==> config.mk <==
export PLATFORM = sky130hd
export DESIGN_NAME = instr_fetch_unit
export DESIGN_NICKNAME = d
export VERILOG_FILES = /design/src/rtl/fetch_pkg.sv /design/src/rtl/fetch_watchdog.sv /design/src/rtl/instr_fetch_unit.sv
export SDC_FILE = /design/constraint.sdc
export NUM_CORES = 1
export LEC_CHECK = 0
export ABC_CLOCK_PERIOD_IN_PS = 2850
export CORE_UTILIZATION = 63
export DETAILED_ROUTE_END_ITERATION = 12
export DONT_BUFFER_PORTS = 1
export GPL_TIMING_DRIVEN = 1
export PLACE_DENSITY = 0.78
export SETUP_SLACK_MARGIN = 0.4
export SLEW_MARGIN = 30
export SYNTH_ARGS = -nofsm -noshare
export SYNTH_HDL_FRONTEND = slang
export SYNTH_HIERARCHICAL = 1
export SYNTH_SLANG_ARGS = --single-unit
export TNS_END_PERCENT = 10
==> constraint.sdc <==
create_clock -name clk -period 2.85 [get_ports clk]
set_input_delay 0.57 -clock clk [delete_from_list [all_inputs] [get_ports clk]]
set_output_delay 0.57 -clock clk [all_outputs]
set_load 0.1 [all_outputs]
==> src/rtl/fetch_pkg.sv <==
// Shared types and constants for the instruction fetch path.
package fetch_pkg;

  typedef enum logic [2:0] {
    IDLE,
    REQ,
    WAIT,
    VALID,
    FAULT,
    ERR
  } fetch_state_t;

  localparam logic [31:0] NOP_INSN        = 32'h00000013;
  localparam int unsigned IMEM_WORD_BYTES = 4;
  localparam int unsigned ALIGN_BITS      = $clog2(IMEM_WORD_BYTES);

  function automatic logic is_aligned(input logic [31:0] addr);
    return addr[ALIGN_BITS-1:0] == '0;
  endfunction

endpackage

==> src/rtl/fetch_watchdog.sv <==
// Response watchdog: a down-counter reloaded on clear, flags expiry once the
// enabled count has run TIMEOUT_CYCLES cycles without a clear.
module fetch_watchdog #(
  parameter int unsigned TIMEOUT_CYCLES = 255
) (
  input  logic clk,
  input  logic reset,
  input  logic clear,
  input  logic enable,
  output logic expired
);

  localparam logic [15:0] LOAD_VAL = 16'(TIMEOUT_CYCLES - 1);

  logic [15:0] cnt_q, cnt_d;

  always_ff @(posedge clk) begin
    if (reset) cnt_q <= '0;
    else       cnt_q <= cnt_d;
  end

  always_comb begin
    cnt_d = cnt_q;
    if (clear)
      cnt_d = LOAD_VAL;
    else if (enable && (cnt_q != '0))
      cnt_d = cnt_q - 16'd1;
  end

  assign expired = enable && (cnt_q == '0);

endmodule

==> src/rtl/instr_fetch_unit.sv <==
// Instruction fetch unit: one-outstanding request/grant/response fetcher that
// holds the last word for the control block and tracks PC moves mid-fetch.
//
// state | meaning
// IDLE  | out of reset, latch first PC
// REQ   | imem_req high, waiting for grant
// WAIT  | granted, waiting for rvalid (watchdog running)
// VALID | instruction held for held_addr
// FAULT | PC misaligned, no access made
// ERR   | memory timed out, wait for PC to move
module instr_fetch_unit
  import fetch_pkg::*;
#(
  parameter int unsigned TIMEOUT_CYCLES = 255,
  parameter logic [31:0] NOP_INSN_VAL   = NOP_INSN
) (
  input  logic        clk,
  input  logic        reset,
  input  logic [31:0] fetch_addr,
  output logic [31:0] instruction_read,
  output logic        instruction_ready,
  output logic        fetch_misaligned,
  output logic        bus_error,
  output logic [31:0] fetch_count,
  output logic        imem_req,
  output logic [31:0] imem_addr,
  input  logic        imem_gnt,
  input  logic        imem_rvalid,
  input  logic [31:0] imem_rdata
);

  fetch_state_t state_q, state_d;
  logic [31:0]  held_addr_q, held_addr_d;
  logic [31:0]  insn_q, insn_d;
  logic [31:0]  fetch_count_q, fetch_count_d;
  logic         outstanding_q, outstanding_d;
  logic         stale_q, stale_d;
  logic         addr_moved, addr_ok, wd_expired;

  assign addr_moved = fetch_addr != held_addr_q;
  assign addr_ok    = is_aligned(fetch_addr);

  fetch_watchdog #(.TIMEOUT_CYCLES(TIMEOUT_CYCLES)) u_watchdog (
    .clk    (clk),
    .reset  (reset),
    .clear  ((state_q == REQ) && imem_gnt),
    .enable (state_q == WAIT),
    .expired(wd_expired)
  );

  always_ff @(posedge clk) begin
    if (reset) begin
      state_q       <= IDLE;
      held_addr_q   <= '0;
      insn_q        <= NOP_INSN_VAL;
      fetch_count_q <= '0;
      outstanding_q <= 1'b0;
      stale_q       <= 1'b0;
    end else begin
      state_q       <= state_d;
      held_addr_q   <= held_addr_d;
      insn_q        <= insn_d;
      fetch_count_q <= fetch_count_d;
      outstanding_q <= outstanding_d;
      stale_q       <= stale_d;
    end
  end

  always_comb begin
    state_d       = state_q;
    held_addr_d   = held_addr_q;
    insn_d        = insn_q;
    fetch_count_d = fetch_count_q;
    outstanding_d = outstanding_q;
    stale_d       = stale_q;
    case (state_q)
      IDLE, FAULT: begin
        if (addr_ok) begin
          state_d     = REQ;
          held_addr_d = fetch_addr;
        end else begin
          state_d = FAULT;
        end
      end
      REQ: begin
        if (imem_gnt && imem_rvalid && !addr_moved) begin
          insn_d        = imem_rdata;
          fetch_count_d = fetch_count_q + 32'd1;
          state_d       = VALID;
        end else if (imem_gnt && !imem_rvalid) begin
          outstanding_d = 1'b1;
          state_d       = WAIT;
        end else if (addr_moved) begin
          // Before grant the address may follow the PC; a same-cycle response
          // for the old address is simply dropped.
          if (addr_ok) held_addr_d = fetch_addr;
          else         state_d     = FAULT;
        end
      end
      WAIT: begin
        if (imem_rvalid && outstanding_q) begin
          outstanding_d = 1'b0;
          stale_d       = 1'b0;
          if (stale_q || addr_moved) begin
            if (addr_ok) begin
              state_d     = REQ;
              held_addr_d = fetch_addr;
            end else begin
              state_d = FAULT;
            end
          end else begin
            insn_d        = imem_rdata;
            fetch_count_d = fetch_count_q + 32'd1;
            state_d       = VALID;
          end
        end else begin
          if (addr_moved) stale_d = 1'b1;
          if (wd_expired) begin
            state_d       = ERR;
            outstanding_d = 1'b0;
            stale_d       = 1'b0;
          end
        end
      end
      VALID, ERR: begin
        if (addr_moved) begin
          if (addr_ok) begin
            state_d     = REQ;
            held_addr_d = fetch_addr;
          end else begin
            state_d = FAULT;
          end
        end
      end
      default: state_d = IDLE;
    endcase
  end

  always_comb begin
    imem_req          = state_q == REQ;
    imem_addr         = held_addr_q;
    instruction_ready = (state_q == VALID) && !addr_moved;
    instruction_read  = (state_q == VALID) ? insn_q : NOP_INSN_VAL;
    fetch_misaligned  = state_q == FAULT;
    bus_error         = state_q == ERR;
    fetch_count       = fetch_count_q;
  end

endmodule
==> flow_summary.json <==
{
  "status": "finished, final reports clean",
  "async_flop_share": 0,
  "ys_ff_latch": 117,
  "grt.overflow.total": 0,
  "p_clk_frac": 0.536,
  "grt_usage": 0.319,
  "cts_root_buf": "clkbuf_8",
  "synth_area_mm2": 0.00575,
  "max_freq_ghz": 0.397,
  "cts_max_level": 4,
  "leakage_nw": 3.01,
  "die_y_um": 97.5,
  "wl_um": 15500,
  "grt_first_pass_wirelength_um": 24700,
  "wl_per_cell_um": 18.1,
  "synth-edff-count": 0,
  "insertion_delay_ns": 0.51,
  "start_kind": "register",
  "setup_viol": 0,
  "cts.sinks": 117,
  "maxCapViolations": 0,
  "dr.pass1.iters": 5,
  "finalWorstSetupSlack_ns": 0.334,
  "avgSynthCellArea_um2": 8.89,
  "timing.final.crit_share": 0.883,
  "crit_type": "register to primary output",
  "synth.largest_area_cell": "dfxtp_1",
  "drt-vias-per-instance": 6.11,
  "n_antenna_cell": 0,
  "fin_setup_tns_ns": 0,
  "syn_nets": 716,
  "nets": 804,
  "placed_cells": 820,
  "vias": 5223,
  "syn_inst": 646,
  "seq_power_share": 0.373,
  "finalHoldViolations": 0,
  "yosysWarnings": 6,
  "synth_ff_type": "dfxtp_1",
  "worst-path-max-fanout": 2,
  "cts_buffer_depth": 2,
  "grt_max_degree": 109,
  "die_x_um": 97.5,
  "drv_slew": 0,
  "yosysSeqAreaShare": 0.408,
  "dpl.hpwl_um": 9980,
  "drive_gt1_frac": 0.297,
  "finalNonFillerCells": 855,
  "yosysMostFrequentCell": "dfxtp_1",
  "worst_slew_pin_slew_ns": 0.976,
  "fin_crit_ns": 2.52,
  "seqCellArea_mm2": 0.00240,
  "pre_cts_ws_ns": 0.363,
  "swShare": 0.233,
  "cp.required_ns": 2.28,
  "yosys-top-cells-count": "117 x dfxtp_1, 77 x nor2_1, 63 x mux2i_1, 41 x a21oi_1, 34 x xnor2_1",
  "relSlewSlack": 0.348,
  "finalWeightedCongestion": 0.847,
  "synth_top_cell_area_share": 0.408,
  "io_pins": 168,
  "rsz0062_at_grt": "true",
  "drt-initial-drc-count": 311,
  "area_delta_synth_final_pct": 29.2,
  "drc_errors": 0,
  "multi_input_area_mm2": 0.00329,
  "cts_buffers": 17,
  "cp.arrival_ns": 1.95,
  "num_rows": 34,
  "netlist_top_cells_area": "dfxtp_1 41%, mux2i_1 11%, xnor2_1 5.2%",
  "ir_drop_mv": 0.503,
  "numPortBuffers": 0,
  "total_power_w": 0.00455,
  "clkSlewWorstSetupHoldPaths_ns": 0.06,
  "p_switching_w": 0.00106,
  "power_frac_comb": 0.090,
  "antenna_left": 0,
  "fin_skew_ns": 0.0103,
  "fillers": 476,
  "power.density_mw_per_mm2": 613,
  "cts_tree": "built",
  "fp.dieArea_mm2": 0.00951,
  "p_int_w": 0.00349,
  "yosys.cell_types.count": 60,
  "holdBufCountCts": 0,
  "hold_path_class": "input pin to register",
  "end_kind": "primary output",
  "antenna_found_initial": 0,
  "start_util": 0.656,
  "grt_pass1_vias": 5276,
  "core_area_mm2": 0.00876
}
[through the flow]
stage	hold slack [ns]	instance area (um^2)	utilization
after floorplan	0.432	5810	-
after global placement	0.444	6600	0.753
after detailed placement	0.456	6600	0.753
after CTS	0.114	7340	0.838
after global routing	0.108	7420	0.847
final	0.133	7420	0.847
[sequential cells by signal (all words and copies together), names as in the netlist]
signal            flops
fetch_count          32
outstanding_q         1
insn_q               32
imem_addr            32
u_watchdog/cnt_q     16
state_q               3
stale_q               1
[power groups by stage]
stage | registers, W | clock network, W | logic (W)
floorplan | 0.00188 | 0 | 0.000188
global placement | 0.00172 | 0 | 0.000381
detailed placement | 0.00173 | 0 | 0.000392
CTS | 0.00169 | 0.00245 | 0.000398
global route | 0.00170 | 0.00254 | 0.000428
finish | 0.00170 | 0.00244 | 0.000411
[final timing paths]
kind                                          end  slack (ns)       startpoint  cells after the start
worst max-delay path            instruction_ready        0.33     imem_addr[4]                      5
worst min register to register          insn_q[4]        0.47        insn_q[4]                      2
worst min-delay path                imem_addr[27]        0.13            reset                      1
worst max register to register    fetch_count[31]        0.38  fetch_count[20]                      6
[critical path, stage by stage, from the launching register on]
cell and delay (ns):
dfxtp_2 0.33, xnor2_1 0.16, nand4_1 0.19, nor4_4 0.34, and3_4 0.25, buf_12 0.17
[layout by cell type (no fill, tap or decap), types with 3 or more instances in the layout]
cell	n
nand2b_1	8
dfxtp_2	50
dfxtp_1	67
or4_1	19
or2_2	4
buf_4	104
a31oi_1	8
and2_1	33
nor2_1	77
clkbuf_1	3
a21oi_1	41
and3_1	6
nand2_1	28
nor4_1	3
clkbuf_16	16
mux2i_1	63
nor2b_1	3
nand4_1	19
xnor2_1	22
buf_12	5
or3_1	24
o21ai_0	27
o211ai_1	3
bufinv_16	7
xnor2_2	12
nand3_1	11
and4_1	3
nor3_1	5
nor4_4	3
clkinv_4	3
o31ai_1	14
inv_1	11
[routing by layer]
metal	share of wire	GRT usage	routed length, um
met1	0.38	0.346	5830
met2	0.52	0.576	8140
met3	0.073	0.101	1130
met4	0.026	0.122	408
met5	0	0	0
[layout make-up]
cell class                      count  area share
Clock inverter                     12      0.0339
Tap cell                          108      0.0182
Sequential cell                   117       0.324
Multi-Input combinational cell    478       0.443
Inverter                           11     0.00556
Timing Repair Buffer              109       0.119
Clock buffer                       20      0.0573
[cell families after synthesis]
group / synth area share
xor gates and xnor gates: 0.0534
and+or+nand+nor: 0.264
DFF: 0.408
AOI/OAI and AO/OA: 0.120
buffers and inverters: 0.0405
adders and majority gates: 0.00435
muxes: 0.110
[what timing repair did]
item	CTS	global route
cloned	0	0
resized for setup	8	12
setup buffers	3	0
pin swaps	13	8
endpoints found under the setup margin	34	34
Note: power is estimated with default switching activity, not from simulation.
